$ cat src/rtl/itlb_l0_cache.sv
// Fully-associative, ASID-tagged L0 instruction micro-TLB in front of the main TLB fetch port.
// Optional hit/miss performance counters are enabled by defining ITLB_L0_PERF_CNT_EN.
module itlb_l0_cache #(
    parameter int unsigned ENTRIES = 4,
    parameter int unsigned IDX_W   = 2
) (
    input  logic        clk,
    input  logic        rst,
    input  logic        if_req_vld,
    input  logic [19:0] if_vpn,
    input  logic [9:0]  if_asid,
    output logic        if_rdy,
    output logic        if_rsp_vld,
    output logic [19:0] if_ppn,
    output logic        if_fault,
    input  logic        flush,
    output logic        tlb_lookup_vld,
    output logic [19:0] tlb_lookup_vpn,
    input  logic        tlb_hit,
    input  logic [19:0] tlb_ppn,
    output logic [31:0] hit_cnt,
    output logic [31:0] miss_cnt
);

    localparam int unsigned VPN_W  = 20;
    localparam int unsigned ASID_W = 10;
    localparam int unsigned PPN_W  = 20;

    typedef enum logic [1:0] {
        IDLE = 2'd0,
        WALK = 2'd1,
        RESP = 2'd2
    } state_e;

    state_e state_q, state_d;

    logic [ENTRIES-1:0] valid_q;
    logic [VPN_W-1:0]   vpn_q  [ENTRIES];
    logic [ASID_W-1:0]  asid_q [ENTRIES];
    logic [PPN_W-1:0]   ppn_q  [ENTRIES];
    logic [IDX_W-1:0]   ptr_q;

    logic [VPN_W-1:0]   req_vpn_q;
    logic [ASID_W-1:0]  req_asid_q;
    logic               rsp_vld_q;
    logic               rsp_hit_q;
    logic [PPN_W-1:0]   rsp_ppn_q;
    logic               rsp_fault_q;

    logic               hit_c;
    logic [PPN_W-1:0]   hit_ppn_c;
    logic [IDX_W-1:0]   victim_c;
    logic               free_c;
    logic               accept_c;
    logic               walk_c;
    logic               fill_c;

    // Associative match against the live request; tags are unique so no priority is needed
    always_comb begin
        hit_c     = 1'b0;
        hit_ppn_c = '0;
        for (int i = 0; i < int'(ENTRIES); i++) begin
            if (valid_q[i] && (vpn_q[i] == if_vpn) && (asid_q[i] == if_asid)) begin
                hit_c     = 1'b1;
                hit_ppn_c = ppn_q[i];
            end
        end
    end

    // Prefer the lowest free slot; fall back to the round-robin pointer when full
    always_comb begin
        victim_c = ptr_q;
        free_c   = 1'b0;
        for (int i = int'(ENTRIES) - 1; i >= 0; i--) begin
            if (!valid_q[i]) begin
                victim_c = IDX_W'(i);
                free_c   = 1'b1;
            end
        end
    end

    assign if_rdy         = (state_q == IDLE) && !flush && !rst;
    assign accept_c       = if_req_vld && if_rdy;
    assign walk_c         = (state_q == WALK);
    assign fill_c         = walk_c && tlb_hit && !flush;
    assign tlb_lookup_vld = walk_c && !rst;
    assign tlb_lookup_vpn = req_vpn_q;
    assign if_rsp_vld     = rsp_vld_q && !flush;
    assign if_ppn         = rsp_ppn_q;
    assign if_fault       = rsp_fault_q;

    always_comb begin
        state_d = state_q;
        case (state_q)
            IDLE:    if (accept_c && !hit_c) state_d = WALK;
            WALK:    state_d = RESP;
            RESP:    state_d = IDLE;
            default: state_d = IDLE;
        endcase
        if (flush) state_d = IDLE;
    end

    always_ff @(posedge clk) begin
        if (rst) state_q <= IDLE;
        else     state_q <= state_d;
    end

    // Control, response and miss-latch registers
    always_ff @(posedge clk) begin
        if (rst) begin
            valid_q     <= '0;
            ptr_q       <= '0;
            req_vpn_q   <= '0;
            req_asid_q  <= '0;
            rsp_vld_q   <= 1'b0;
            rsp_hit_q   <= 1'b0;
            rsp_ppn_q   <= '0;
            rsp_fault_q <= 1'b0;
        end else begin
            rsp_vld_q <= 1'b0;
            rsp_hit_q <= 1'b0;
            if (flush) begin
                valid_q <= '0;
            end else begin
                if (accept_c) begin
                    if (hit_c) begin
                        rsp_vld_q   <= 1'b1;
                        rsp_hit_q   <= 1'b1;
                        rsp_ppn_q   <= hit_ppn_c;
                        rsp_fault_q <= 1'b0;
                    end else begin
                        req_vpn_q  <= if_vpn;
                        req_asid_q <= if_asid;
                    end
                end
                if (walk_c) begin
                    rsp_vld_q <= 1'b1;
                    if (tlb_hit) begin
                        valid_q[victim_c] <= 1'b1;
                        rsp_ppn_q         <= tlb_ppn;
                        rsp_fault_q       <= 1'b0;
                        if (!free_c) ptr_q <= ptr_q + IDX_W'(1);
                    end else begin
                        rsp_ppn_q   <= '0;
                        rsp_fault_q <= 1'b1;
                    end
                end
            end
        end
    end

    // Entry payload storage; qualified by the valid bits so it needs no reset
    always_ff @(posedge clk) begin
        if (!rst && fill_c) begin
            vpn_q[victim_c]  <= req_vpn_q;
            asid_q[victim_c] <= req_asid_q;
            ppn_q[victim_c]  <= tlb_ppn;
        end
    end

`ifdef ITLB_L0_PERF_CNT_EN
    logic [31:0] hit_cnt_q;
    logic [31:0] miss_cnt_q;

    // Hits count when the response is actually delivered; misses count per surviving walk
    always_ff @(posedge clk) begin
        if (rst) begin
            hit_cnt_q  <= '0;
            miss_cnt_q <= '0;
        end else begin
            if (rsp_hit_q && !flush) hit_cnt_q  <= hit_cnt_q + 32'd1;
            if (walk_c && !flush)    miss_cnt_q <= miss_cnt_q + 32'd1;
        end
    end

    assign hit_cnt  = hit_cnt_q;
    assign miss_cnt = miss_cnt_q;
`else
    assign hit_cnt  = '0;
    assign miss_cnt = '0;
`endif

endmodule

$ cat config.mk
export PLATFORM = sky130hd
export DESIGN_NAME = itlb_l0_cache
export DESIGN_NICKNAME = d
export VERILOG_FILES = /design/src/rtl/itlb_l0_cache.sv
export SDC_FILE = /design/constraint.sdc
export NUM_CORES = 1
export LEC_CHECK = 0
export CAP_MARGIN = 15
export CORE_MARGIN = 10
export CORE_UTILIZATION = 40
export DETAILED_ROUTE_END_ITERATION = 6
export GPL_TIMING_DRIVEN = 0
export PLACE_DENSITY_LB_ADDON = 0.2
export SYNTH_ARGS = -nofsm -noshare
export SYNTH_HDL_FRONTEND = slang
export SYNTH_SLANG_ARGS = --single-unit
$ cat constraint.sdc
create_clock -name clk -period 4.38 [get_ports clk]
set_clock_uncertainty 0.2 [all_clocks]
set_input_delay 1.314 -clock clk [delete_from_list [all_inputs] [get_ports clk]]
set_output_delay 1.314 -clock clk [all_outputs]
set_load 0.02 [all_outputs]
==> Word level (Yosys, flattened, before mapping) <==
Memory sizes are Yosys's and may differ from the RTL's.
Cells that the tools add are included.
{ "classes": {"n_eq_ne": 10, "n_mux": 33, "n_bitwise": 4, "magnitude_cmp": 2, "add_sub_neg": 1, "n_reduce_logical": 29} }
{ "op_table": {"columns": ["cell", "count"], "rows": [
  ["2-to-1 mux 20 bit", 8],
  ["== test 20 bit", 4],
  ["== test 10 bit", 4],
  ["logical AND 1 bit", 18],
  ["2-to-1 mux 1 bit", 18],
  ["2-to-1 mux 2 bit", 5],
  ["AND reduction 3 bit", 2],
  ["bitwise OR 4 bit", 1],
  ["one-hot mux 2 bit (2 select lines)", 1],
  ["AND reduction 4 bit", 1],
  ["nonzero test 2 bit", 2],
  ["zero test 1 bit", 3],
  ["< comparator 2 x 3 -> 1 bit, second input constant", 1],
  ["inverter 1 bit", 3],
  ["adder 2 x 1 -> 2 bit, second input constant", 1],
  ["demux 1 bit (select 2 bit)", 1],
  ["== test 2 x 1 -> 1 bit, second input constant", 1],
  ["greater-or-equal comparator 2 x 1 -> 1 bit, second input constant", 1],
  ["zero test 2 bit", 1],
  ["!= test 2 x 1 -> 1 bit, second input constant", 1],
  ["AND reduction 2 bit", 1],
  ["OR reduction 2 bit", 1]
]} }
{ "word_totals": {"register_bits": 60, "output_inout_bits": 108, "word_cells": 90, "mem_bits_rw": 200, "mem_count": 3} }
{ "memory_table": {"columns": ["name", "words", "width", "rd", "rd_clocked_by_memory_dff", "write_ports", "line", "source"], "rows": [
  ["ppn_q", 4, 20, 4, 0, 1, "40", "logic [PPN_W-1:0] ppn_q [ENTRIES];"],
  ["vpn_q", 4, 20, 4, 0, 1, "38", "logic [VPN_W-1:0] vpn_q [ENTRIES];"],
  ["asid_q", 4, 10, 4, 0, 1, "39", "logic [ASID_W-1:0] asid_q [ENTRIES];"]
]} }

==> Depth between registers and ports, before layout <==
Gate-level depths: netlist of the first run.
An unclocked memory read counts as a cell.
{ "depth": {"ltp_word": 12, "ltp_mapped": 10, "depth_no_buf": 7} }

==> Worst setup path before layout of the first run <==
No wires, ideal clock.
{ "synth_timing": {"kind": "in2reg", "start": "input port flush", "end": "memory asid_q[2][0], enable pin", "arrival_ps": 4046, "required_ps": 3721, "cell_stages": 5, "setup_time_ps": 459, "setup_slack_ps": -325, "path_buffers": 1, "cell_sequence": "buf_2 nor2_1 and3_1 nand2b_1 nor2_1"} }
{ "synth_via": {"elab_chain_len": 5} }
{ "synth_rtl": {"columns": ["item", "line", "source"], "rows": [
  ["start: declaration", "16", "input logic flush,"],
  ["zero test 1 bit", "85", "assign fill_c = walk_c && tlb_hit && !flush;"],
  ["logical AND 1 bit", "85", null],
  ["logical AND 1 bit", "154", "if (!rst && fill_c) begin"],
  ["2-to-1 mux 1 bit", "154", null],
  ["2-to-1 mux 1 bit (implied by the code)", "156", "asid_q[victim_c] <= req_asid_q;"],
  ["end: declaration", "39", null]
]} }
Every way passes these cells.

==> Final worst setup path of the first run <==
{ "layout_timing": {"start": "input port rst", "end": "output port if_rdy"} }
{ "layout_via": {"elab_chain_len": 2} }
{ "layout_rtl": {"columns": ["item", "line", "source"], "rows": [
  ["start: declaration", "8", "input logic rst,"],
  ["zero test 1 bit", "82", "assign if_rdy = (state_q == IDLE) && !flush && !rst;"],
  ["logical AND 1 bit", "82", null],
  ["end: declaration", "12", "output logic if_rdy,"]
]} }
Every way passes these cells.

==> results.txt, run 1 <==
The run finished with clean final reports. The CTS root buffer is clkbuf_16. The tightest slew margin relative to the limit was 0.317. The fraction of layout instances using a drive strength above 1 was 0.212. For this run, the leading register cell type out of synthesis is edfxtp_1. The run gives 2.87 ns as the data required time at the worst endpoint. The level count of the clock H-tree was 1; the clock transition time at the flip-flop clock pins of the worst setup and hold paths was 0.06 ns.

For the number of placement rows, the log shows 61. Summed over all nets, the half-perimeter wirelength after detailed placement is 21300 um. In this run the static leakage power is 4.61 nW. The synthesized area per cell works out to 13.4 um2. The number of buffer cells added on primary ports came out at 67. Pin count of the biggest net entering global routing: 27. Number of violations of the max-capacitance limit: 0. In this run the most critical hold path is launched from req_asid_q[3]. The post-route clock period utilization was 0.990. Data on the critical path arrives at its endpoint at 2.82 ns. After detailed placement, the total cell area comes to 12900 um2. Leaving out fill and tap cells, the most frequent cell in the layout is edfxtp_1. The effective utilization at floorplan is 0.405, and the number of routed nets with antenna violations is 0. Yosys printed 0 warnings. The net count of the finished layout is 1066. The post-cts sizing count is 5, and the number of optimization iterations in the first detailed-route pass is 5.

Number of global-route vias before repair: 7212. For the final instance area, the log shows 13800 um2. The clock network latency to the later pin of the worst-skew pair was 0.54 ns. The start-to-end type of the worst setup path is in -> out.

Reg-to-reg endpoint: if_ppn[0]. Number of buffers added to fix hold violations after cts: 0. The weighted congestion reported at the end of routability-driven placement was 0.862. Number of enable flip-flop cells after synthesis: 200. The synthesized cell area was 11300 um2; the CTS buffer count was 28.

Once the clock tree was built, the setup fixing pass inserted 0 buffers. After global routing the overflow that remains totals 0. The proportion of synthesized flip-flops having asynchronous set or reset is 0. For hold timing, the worst endpoint is asid_q[1][3]. The count of final hold-check violations is 0, and the final wirelength is 30500 um. The die is 188 um tall. Power spread over the standard cell area amounts to 391 nW/um2. First-pass GRT wire length: 45900 um. Type of element launching the critical path: an input pin. Number of cells traversed by the worst register-to-register path: 8.

Worst hold path class: reg -> reg. Setup repair after global routing left no endpoint under its margin. During I/O placement, the number of pins put on the boundary was 163. The clock period minus final worst setup slack is 4.34 ns.

The global-route usage over all layers is 0.167. The fill cell total of the finished layout was 2420; the die outline area was 35400 um2. The post-synthesis to final-layout area growth is 22.4%, and the count of unique library cells instantiated by Yosys is 43. For flop-to-flop paths, the worst setup slack is 1.06 ns. For the number of max-slew violations in the final report, the log shows 0. In this run, placement finished with an instance count of 1360.

For this run, design rule violations remaining after detail routing come to 0. Number of synthesized register bits: 260. Average wire length per cell after detail routing: 21.6 um. In this run the critical register-to-register path is launched from vpn_q[1][11].

The detailed router's first-iteration violation count was 740. TritonCTS built the clock tree. The timing-limited maximum frequency is 0.231 GHz. The element type at the critical path end was an output pin. The slew of the pin with the lowest slew margin works out to 1.02 ns. Dividing the detail-routed via count by the number of cells gives 5.11. The tools report the part of the Yosys area used for sequential elements as 0.638. Setup violations remaining at the end of the flow were counted as 0. In this run the worst path has a maximum fanout of 5. CTS saw 260 sinks.

Via count of the routed design: 7215. In the layout the commonest cells are 200 x edfxtp_1, 106 x xnor2_1, 71 x nand3_1. Counting instances, the worst hold path has a depth of 0.

The worst-case IR drop observed on VDD is 0.000247 V. For the floorplan core area, the log shows 27900 um2. In this run the deepest clock path goes through 3 buffers.

From left edge to right edge, the die measures 188 um. The total power after layout is 5.41 mW. For this run, the number of standard cells in the final layout without fillers is 1412. The logs give 1 for the number of antenna violations at the first check in global routing and 845 for the number of instances in the synthesized netlist.
worst max path at each step:
stage	startpoint	end	cells after the start
2_1_floorplan	flush	asid_q[2][0]	5
3_3_place_gp	rst	vpn_q[2][11]	5
3_5_place_dp	rst	tlb_lookup_vld	5
4_1_cts	rst	tlb_lookup_vld	4
5_1_grt	rst	tlb_lookup_vld	4
6_report	rst	if_rdy	3
per-stage QoR:
step,TNS [ns],hold WS (ns),util,setup WS (ns)
after floorplan,-32.62,0.254,-,-0.325
after global placement,-377.46,0.301,0.455,-2.72
after detailed placement,-1.30,0.286,0.462,-0.999
after CTS,0,0.299,0.496,0.0210
after global routing,0,0.325,0.496,0.0153
final,0,0.306,0.496,0.0435
power by group:
group | switching, mW | internal (mW)
Clock | 0.947 | 1.40
Sequential | 0.0211 | 2.66
Combinational | 0.222 | 0.156
Total | 1.19 | 4.22
logic make-up (layout without fill, tap and decap cells):
group | count (synthesis) | after routing | share of synthesized area
flip-flops | 260 | 260 | 0.638
XOR/XNOR | 122 | 122 | 0.0946
other | 1 | 65 | 0.000332
AND/OR/NAND/NOR | 150 | 150 | 0.0737
AO/OA/AOI/OAI | 169 | 169 | 0.116
buffers and inverters | 143 | 268 | 0.0778
layout make-up:
cell class                      instances  area, um2  area share
Inverter                                1       3.75    0.000271
Tap cell                              378        473      0.0342
Clock inverter                         12       95.1     0.00688
Timing Repair Buffer                   74        832      0.0602
Buffer                                141        875      0.0633
Multi-Input combinational cell        505       3490       0.252
Clock buffer                           40        847      0.0613
Sequential cell                       260       7210       0.521
Antenna cell                            1       2.50    0.000181
routing by layer:
metal  up-vias  routed length (um)  GRT usage
met1      3554               13400      0.226
met5         -                   0          0
met4         0                 401     0.0378
li1       3335                   -          -
met3        30                2580     0.0384
met2       296               14100      0.265
synth_stat cells (19+ instances only):
cell      count  area, um2
buf_4        67        503
xnor2_1     106        928
nand3_1      71        355
a211oi_2     38        475
dfxtp_1      60       1200
o21ai_0      42        210
buf_2        40        200
a22o_1       20        175
a21oi_1      33        165
a221oi_1     19        166
nand4_1      26        163
clkbuf_1     26       97.6
edfxtp_1    200       6010
critical path, stage by stage:
cell	delay [ns]
clkdlybuf4s50_1	0.54
nor4_4	0.28
clkdlybuf4s50_1	0.68
registers in the layout, summed over array words and instances (netlist names), 2 cells and up:
| signal | cells |
|---|---|
| vpn_q | 80 |
| valid_q | 4 |
| ptr_q | 2 |
| asid_q | 40 |
| req_asid_q | 10 |
| if_ppn | 20 |
| tlb_lookup_vpn | 20 |
| state_q | 2 |
| ppn_q | 80 |
No activity file was read; power rests on OpenSTA's default activity.
==> inputs of run 2 (changes only) <==
- REMOVE_ABC_BUFFERS: not set -> 1
- clock period: 4.38 -> 3.7 ns (I/O delays scaled with it)
==> run 2 against run 1 <==
Via count fell by 3.1%. Power rose by 14%. Hold slack got worse by 0.0037 ns. Non-clock buffer count fell by 85. Largest cell class unchanged. Sequential power rose by 19%. Clock power rose by 11%. Critical endpoint unchanged. Largest power group unchanged. Flip-flop and latch count did not move. Combinational power rose by 9.8%. Final cell count fell by 5.9%. First-iteration DRC count fell by 25%.
==> results.txt, run 2 (same netlist as run 1, synthesis figures left out) <==
At the later pin of the worst-skew pair, clock insertion delay measures 0.54 ns. The effective utilization at floorplan was 0.405; the number of antenna violations at the first check in global routing was 1. Including well taps, the total number of placed cells is 1264. For the timing-limited maximum frequency, the log shows 0.276 GHz. The final route contains 6991 vias. Using the TritonRoute via totals, the vias-per-cell ratio works out to 5.26. The flow ran to the end, and the final reports show no timing, DRC or antenna violations. Count of final hold-check violations: 0.

The library cells used most frequently in the layout, excluding fill and tap cells, are 200 x edfxtp_1, 93 x xnor2_1, 78 x clkdlybuf4s50_1. The final layout contains routed wiring with a total length of 30000 um. The largest registers in the layout are ppn_q: 80 flops, vpn_q: 80 flops, asid_q: 40 flops. CTS root buffer: clkbuf_16. The tools report the met3 track demand over resource as 0.0438.

The start-to-end type of the worst setup path is in -> out. At the end of routability-driven placement, the weighted congestion stood at 0.737. The tools report the standby leakage power as 4.56 nW. Relative to the synthesized area, the layout overhead comes to 21.9%. The first TritonRoute pass finished after 5 iterations. For the pre-CTS worst setup slack, the log shows -1.67 ns. The smallest clock period supported by the final layout is computed as 3.62 ns.

The final layout contains 984 nets. The library cell used most frequently in the layout, excluding fill and tap cells, is edfxtp_1. For the tightest slew margin relative to the limit, the log shows 0.278. In this run the most used layer during global routing was met2.

The die height is 188 um, and the met1 track demand over resource is 0.210. The reg-to-reg setup timing slack was 0.86 ns; the number of setup violations in the final report was 0. The worst register-to-register path has a depth of 8. The average wire length per cell after detail routing is 22.6 um, and the post-DP HPWL is 19000 um. The design draws 6.19 mW. The logs give 0 for the residual overflow from global routing and 260 for the total number of clock tree sinks.

STA puts the critical path data required time at 2.39 ns. 163 I/O pins were placed. Across the VDD grid, the largest voltage drop is 0.000285 V. The met2 track utilization from global routing was 0.264.

The number of buffer cells added on primary ports works out to 98. The tightest min-delay check is of the reg -> reg type. In this run the core area contains 61 standard-cell rows. The number of max-slew violations in the final report is 0.

The level count of the clock H-tree was 1; the global-route usage over all layers was 0.162. The clock transition time at the flip-flop clock pins of the worst setup and hold paths is 0.06 ns, and the pin count of the biggest net entering global routing is 60. Max-cap violations in this run came to 0.

The horizontal die dimension was 188 um; the number of global-route vias before repair was 6977. Source of the worst register-to-register timing path: asid_q[2][9]. The most critical setup path has its endpoint at if_rdy. The power density over the cells works out to 450 nW/um2. TritonCTS built the clock tree.

Fraction of layout instances using a drive strength above 1: 0.161. The type of element launching the critical path was an input pin. Data arrives at the worst endpoint at 2.31 ns.

For this block, the initial DRC count from the detailed router was 552. The number of antenna diodes in the final layout is 0. For the pin with the worst max-slew slack, the measured transition is 1.08 ns.

The largest buffer count on any clock path was 3; the remaining design rule violation count was 0. In this run the worst path has a maximum fanout of 10. The tools report the final setup slack of the worst path as 0.0797 ns. In this run the worst setup path begins at flush.

The die covers 35400 um2. Setup repair after global routing left no endpoint under its margin. The post-route clock period utilization is 0.978, and the CTS buffer count is 28. The reg-to-reg endpoint is if_ppn[5].

After floorplanning, the core was sized to cover 27900 um2. The accumulated negative setup slack was 0 ns; the core utilization of the finished layout was 0.494. The number of routed nets with antenna violations is 0, and the first-pass GRT wire length is 44500 um. Number of non-filler instances in the completed layout: 1328.

STA classifies the critical path endpoint as an output pin.
==> run 2: cell count changes in the layout (fill, tap and decap cells not counted), moves of 12 or more <==
cell	before	now
clkbuf_1	28	11
buf_4	68	17
dlymetal6s2s_1	0	15
xnor2_1	106	93
clkdlybuf4s50_1	66	78
buf_2	40	0
xnor2_2	0	13
==> run 2: metal layers <==
metal	wire, um	vias to the layer above
li1	-	3190
met1	13000	3486
met2	14100	268
met3	2320	45
met4	565	2
met5	8	-
==> run 2: how the worst min path moves through the flow <==
stage                              from            to  slack [ns]  depth (start not counted)
final                     req_asid_q[1]  asid_q[0][1]        0.30                          0
after global routing      req_asid_q[7]  asid_q[2][7]        0.32                          0
after floorplan           req_asid_q[0]  asid_q[0][0]        0.25                          0
after CTS                 req_asid_q[7]  asid_q[0][7]        0.30                          0
after detailed placement  req_asid_q[7]  asid_q[2][7]        0.29                          0
after global placement    req_asid_q[7]  asid_q[0][7]        0.29                          0
==> run 2: timing repair <==
action / CTS / global route
cloned: 3 / 0
buffers inserted: 6 / 4
endpoints found under the hold margin: 0 / 0
gates resized for setup: 25 / 32
setup endpoints to repair: 56 / 43
pin swaps: 6 / 6
hold buffers: 0 / 0
==> run 2: layout make-up <==
type | count | area [um2]
tap | 378 | 473
timing repair buffer | 130 | 1450
multi-input combinational | 508 | 3790
fill | 2419 | 14100
clock inverter | 11 | 73.8
inverter | 1 | 3.75
sequential | 260 | 7210
clock buffer | 40 | 767
==> run 2: report_power, final <==
part	leakage [nW]	switching, mW	internal (mW)
clock	0.412	1.10	1.50
combinational	1.84	0.255	0.160
sequential	2.31	0.0230	3.15
total	4.56	1.38	4.81
==> run 2: worst max-delay path: stages <==
cell           delay [ns]
dlygate4sd2_1        0.42
nor4_4               0.38
dlygate4sd2_1        0.39
==> run 2: stage by stage <==
step | area [um2] | hold slack (ns)
6_report | 13800 | 0.302
5_1_grt | 13800 | 0.322
2_1_floorplan | 10700 | 0.254
3_5_place_dp | 12500 | 0.289
4_1_cts | 13600 | 0.298
3_3_place_gp | 12100 | 0.292
